### src/rtl/serial_subtractor.sv
// Bit-serial WIDTH-bit subtractor (a - b - bin), LSB first, one full-subtractor cell per clock.
// Optional feature: define SERIAL_SUB_OVF_EN to add the signed-overflow output ovf_o.
module serial_subtractor #(
    parameter int WIDTH = 8
) (
    input  logic             clk_i,
    input  logic             rst_i,
    input  logic             start_i,
    input  logic [WIDTH-1:0] a_i,
    input  logic [WIDTH-1:0] b_i,
    input  logic             bin_i,
    output logic             busy_o,
    output logic             done_o,
    output logic [WIDTH-1:0] diff_o,
    output logic             bout_o
`ifdef SERIAL_SUB_OVF_EN
    ,
    output logic             ovf_o
`endif
);

    localparam int CW = $clog2(WIDTH);
    localparam logic [CW-1:0] LAST_BIT = CW'(WIDTH - 1);

    typedef enum logic [1:0] {
        S_IDLE = 2'd0,
        S_RUN  = 2'd1,
        S_DONE = 2'd2
    } state_t;

    state_t           state_q, state_d;
    logic [WIDTH-1:0] a_q, a_d;
    logic [WIDTH-1:0] b_q, b_d;
    logic [WIDTH-1:0] res_q, res_d;
    logic [WIDTH-1:0] diff_q, diff_d;
    logic [CW-1:0]    cnt_q, cnt_d;
    logic             br_q, br_d;
    logic             bout_q, bout_d;
    logic             x_bit, y_bit, d_bit, bo_bit;

`ifdef SERIAL_SUB_OVF_EN
    logic a_msb_q, a_msb_d;
    logic b_msb_q, b_msb_d;
    logic ovf_q, ovf_d;
`endif

    // Single full-subtractor cell shared across all bit positions.
    assign x_bit  = a_q[0];
    assign y_bit  = b_q[0];
    assign d_bit  = x_bit ^ y_bit ^ br_q;
    assign bo_bit = (~x_bit & y_bit) | (~(x_bit ^ y_bit) & br_q);

    always_comb begin
        state_d = state_q;
        a_d     = a_q;
        b_d     = b_q;
        res_d   = res_q;
        diff_d  = diff_q;
        cnt_d   = cnt_q;
        br_d    = br_q;
        bout_d  = bout_q;
`ifdef SERIAL_SUB_OVF_EN
        a_msb_d = a_msb_q;
        b_msb_d = b_msb_q;
        ovf_d   = ovf_q;
`endif
        case (state_q)
            S_IDLE, S_DONE: begin
                if (start_i) begin
                    state_d = S_RUN;
                    a_d     = a_i;
                    b_d     = b_i;
                    br_d    = bin_i;
                    cnt_d   = '0;
`ifdef SERIAL_SUB_OVF_EN
                    a_msb_d = a_i[WIDTH-1];
                    b_msb_d = b_i[WIDTH-1];
`endif
                end else if (state_q == S_DONE) begin
                    state_d = S_IDLE;
                end
            end
            S_RUN: begin
                a_d   = a_q >> 1;
                b_d   = b_q >> 1;
                res_d = {d_bit, res_q[WIDTH-1:1]};
                br_d  = bo_bit;
                cnt_d = cnt_q + 1'b1;
                if (cnt_q == LAST_BIT) begin
                    // Final bit: publish the completed result in the same edge.
                    state_d = S_DONE;
                    diff_d  = {d_bit, res_q[WIDTH-1:1]};
                    bout_d  = bo_bit;
`ifdef SERIAL_SUB_OVF_EN
                    ovf_d   = (a_msb_q != b_msb_q) && (d_bit != a_msb_q);
`endif
                end
            end
            default: state_d = S_IDLE;
        endcase
    end

    always_ff @(posedge clk_i or posedge rst_i) begin
        if (rst_i) begin
            state_q <= S_IDLE;
            a_q     <= '0;
            b_q     <= '0;
            res_q   <= '0;
            diff_q  <= '0;
            cnt_q   <= '0;
            br_q    <= 1'b0;
            bout_q  <= 1'b0;
        end else begin
            state_q <= state_d;
            a_q     <= a_d;
            b_q     <= b_d;
            res_q   <= res_d;
            diff_q  <= diff_d;
            cnt_q   <= cnt_d;
            br_q    <= br_d;
            bout_q  <= bout_d;
        end
    end

`ifdef SERIAL_SUB_OVF_EN
    always_ff @(posedge clk_i or posedge rst_i) begin
        if (rst_i) begin
            a_msb_q <= 1'b0;
            b_msb_q <= 1'b0;
            ovf_q   <= 1'b0;
        end else begin
            a_msb_q <= a_msb_d;
            b_msb_q <= b_msb_d;
            ovf_q   <= ovf_d;
        end
    end

    assign ovf_o = ovf_q;
`endif

    assign busy_o = (state_q == S_RUN);
    assign done_o = (state_q == S_DONE);
    assign diff_o = diff_q;
    assign bout_o = bout_q;

endmodule
### config.mk
export PLATFORM = sky130hd
export DESIGN_NAME = serial_subtractor
export DESIGN_NICKNAME = d
export VERILOG_FILES = /design/src/rtl/serial_subtractor.sv
export SDC_FILE = /design/constraint.sdc
export NUM_CORES = 1
export LEC_CHECK = 0
export CORE_ASPECT_RATIO = 1.1
export CORE_MARGIN = 1.5
export CORE_UTILIZATION = 35
export CTS_CLUSTER_SIZE = 25
export DETAILED_ROUTE_END_ITERATION = 7
export HOLD_SLACK_MARGIN = 0.03
export PLACE_DENSITY = 0.58
export SYNTH_ARGS = -nofsm -noshare
export SYNTH_HDL_FRONTEND = slang
export SYNTH_SLANG_ARGS = --single-unit
### constraint.sdc
create_clock -name clk_i -period 4.07 [get_ports clk_i]
set_clock_uncertainty 0.1 [all_clocks]
set_input_delay 0.814 -clock clk_i [delete_from_list [all_inputs] [get_ports clk_i]]
set_output_delay 0.814 -clock clk_i [all_outputs]
set_load 0.005 [all_outputs]
==> run metrics <==
run status=completed; Post-Syn Area=1650 µm²; syn nets=about 170; hpwl dp=about 2100 µm; min Tclk post-route=between 3 and 4 ns; total CTS buffers=5; post-synthesis sequential area ratio=0.578; Core ar.=~4400 µm²; Syn Area/Cell=11.1 µm²; Power Dens Cells=around 740 nW/µm²; WP data arrival=2.24 ns; Worst-Margin Slew=between 0.7 and 0.8 ns; count of different cell masters after synthesis=27; Peak supply drop=between 0.0002 and 0.0003 V; Setup crit end kind=primary output; final slew viol count=0; simple-gate area share of the yosys netlist=0.160; Yosys reg bits=38; final worst path period share=0.776; Setup Buffers After CTS=0; pin count of the biggest net entering global routing=23; Final Setup Violations=0; GRT overflow=0; post_cts resized=0; first-pass GRT wire length=between 5000 and 6000 µm; final setup TNS=0 ns; post-synthesis xor/xnor area fraction=0; Die Y=approximately 75 µm; relative slew slack=0.497; Pre-Repair DR Iteration Count=4; Gate Count Post-Synth=about 150; synthesis warning total=0; Critical Path Max Stage Delay=around 0.62 ns; post-synthesis mux area share=0.0798; Detail Route Antenna Nets=0; Finished Cell Area=around 2000 µm²; DR iter-0 viols=53; Clock Pin Slew Worst Setup and Hold Paths=around 0.070 ns; combinational family with the most area after synthesis=simple AND/OR/NAND/NOR gates; GRT Overall Usage=0.142; layout cell share with drive strength beyond 1=0.131; n_diodes=0; hold crit path type=reg -> reg; routed via count=1155; RSZ-0062 raised after global routing=no; Initial Utilization=0.373; area growth from synthesis to layout=23.9%; die width=68.4 µm; Compound-Gate Fraction of Synth Area=0.107; worst skew pair latency=~0.29 ns; fmax=317 MHz; adder-cell share of the synthesized area=0.0274; CTS root buffer=clkbuf_8; Die Area=5130 µm²; vias in the first global route=around 1200; dpl ws=about 1.2 ns; detailed-route DRC error count=0; wire length per cell=13.0 µm; antenna violations before repair=0; data required time of the worst path=between 3 and 4 ns; FP Rows=25; vias per cell=about 5; Final nets=between 150 and 200; Setup WS post-layout=between 0.9 and 1 ns; type of origin of the critical path=flop; CTS tree=done; critical path class=reg -> out; MaxCap Viol Count=0; Hold Buf Count CTS=0; GP Congestion=around 0.77; Sink Count=38; Post-Route WL=2980 µm; critical path, cell by cell=nand2b_2 -> inv_2 -> clkdlybuf4s50_1; Port Buffers=30; crit-path max FO=22; leakage=approximately 0.00091 µW; worst-case clock buffer depth=2; dpl cell area=about 2000 µm²; Slowest cell on crit path=dfrtp_1; Top Ports=31; final hold vios=0; number of H-tree levels=2
-- path summary, 6_finish.rpt --
kind | start | endpoint | slack (ns) | cells after the start
worst max-delay path | state_q[0]$_DFFE_PP0P_ | busy_o | 0.91 | 3
worst min-delay path | res_q[1]$_DFFE_PP0P_ | res_q[1]$_DFFE_PP0P_ | 0.38 | 2
worst max register to register | state_q[0]$_DFFE_PP0P_ | br_q$_DFFE_PP0P_ | 2.13 | 4
worst min register to register | res_q[1]$_DFFE_PP0P_ | res_q[1]$_DFFE_PP0P_ | 0.38 | 2
max in group asynchronous | rst_i | diff_o[1]$_DFFE_PP0P_ | 2.27 | 3
min in group asynchronous | rst_i | cnt_q[2]$_DFFE_PP0P_ | 0.86 | 2
-- cell families (layout without fill, tap and decap cells) --
logic type               count (synthesis)  after routing
buffers and inverters                   15             43
adder cells (fa/ha/maj)                  3              3
AND/OR/NAND/NOR                         54             54
multiplexers                            12             12
AO/OA/AOI/OAI                           26             26
flip-flops                              38             38
-- placed cells by master (no fill, tap or decap) --
cell             synthesis  routed
mux2_2                   9       9
nor3_1                  10      10
nor2_1                  12      12
nor2_2                   1       1
inv_1                    4       4
buf_4                    2       1
nand2b_4                 1       1
o21ai_0                  3       3
a22o_1                   4       4
clkinv_2                 0       2
and2b_1                  1       1
clkdlybuf4s50_1          0      30
ha_1                     2       2
nand2_1                 22      22
nor2b_1                  4       4
nand3b_4                 1       1
a211oi_1                 3       3
a21oi_1                  4       4
clkbuf_8                 0       5
dfrtp_1                 38      38
o22ai_1                 11      11
a221oi_2                 1       1
nand3_1                  1       1
mux2i_1                  3       3
fa_1                     1       1
inv_2                    1       1
nand2b_2                 1       1
-- stage by stage --
stage                     total power [µW]  hold slack, ns   util  instances
final                                 1510           0.376  0.463        230
after global routing                  1660           0.417  0.463        230
after CTS                             1540           0.379  0.463        230
after detailed placement              1300           0.363  0.445        223
after global placement                1280           0.365  0.445        223
after floorplan                       1110           0.342      -        148
-- sequential cells by signal (all words and copies together) (netlist names) --
name	count
a_q	8
b_q	8
diff_o	8
res_q	7
cnt_q	3
state_q	2
bout_o	1
br_q	1
-- report_power, final --
group	leakage, µW	internal [µW]	switching [µW]
combinational	0.000402	320	274
clock	0.0000438	115	124
sequential	0.000460	561	121
-- worst max-delay path: cells and delay by family, from the launching register on --
| kind | cells | cell delay, ns |
|---|---|---|
| simple gates | 1 | 0.36 |
| flops | 1 | 0.62 |
| buf+inv | 2 | 0.98 |
-- synthesized netlist by cell type --
master | count | area share
a221oi_2 | 1 | 0.0091
clkbuf_1 | 1 | 0.0023
nand2_1 | 22 | 0.050
and2b_1 | 1 | 0.0046
nor2b_1 | 4 | 0.015
buf_2 | 6 | 0.018
buf_4 | 2 | 0.0091
dfrtp_1 | 38 | 0.58
nor3_1 | 10 | 0.030
inv_1 | 4 | 0.0091
a211oi_1 | 3 | 0.014
fa_1 | 1 | 0.012
o22ai_1 | 11 | 0.042
o21ai_0 | 3 | 0.0091
nand3_1 | 1 | 0.0030
nand3b_4 | 1 | 0.012
nand2b_2 | 1 | 0.0053
ha_1 | 2 | 0.015
nand2b_4 | 1 | 0.0084
mux2i_1 | 3 | 0.018
inv_2 | 1 | 0.0023
a21oi_1 | 4 | 0.012
a22o_1 | 4 | 0.021
nor2_2 | 1 | 0.0038
buf_6 | 1 | 0.0068
mux2_2 | 9 | 0.062
nor2_1 | 12 | 0.027
-- area by class of cell --
| cell class | instances | area (µm²) |
|---|---|---|
| Fill cell | 416 | 2370 |
| Sequential cell | 38 | 951 |
| Multi-Input combinational cell | 95 | 617 |
| Timing Repair Buffer | 31 | 308 |
| Clock buffer | 5 | 68.8 |
| Tap cell | 54 | 67.6 |
| Inverter | 5 | 18.8 |
| Clock inverter | 2 | 10.0 |
-- routing by layer --
| layer | vias up | share of wire | GRT usage |
|---|---|---|---|
| met4 | 0 | 0.017 | 0.0911 |
| met2 | 36 | 0.46 | 0.218 |
| met1 | 552 | 0.46 | 0.173 |
| met5 | - | 0 | 0 |
| met3 | 5 | 0.059 | 0.0433 |
| li1 | 562 | - | - |
Power figures use the tool's default switching activity.
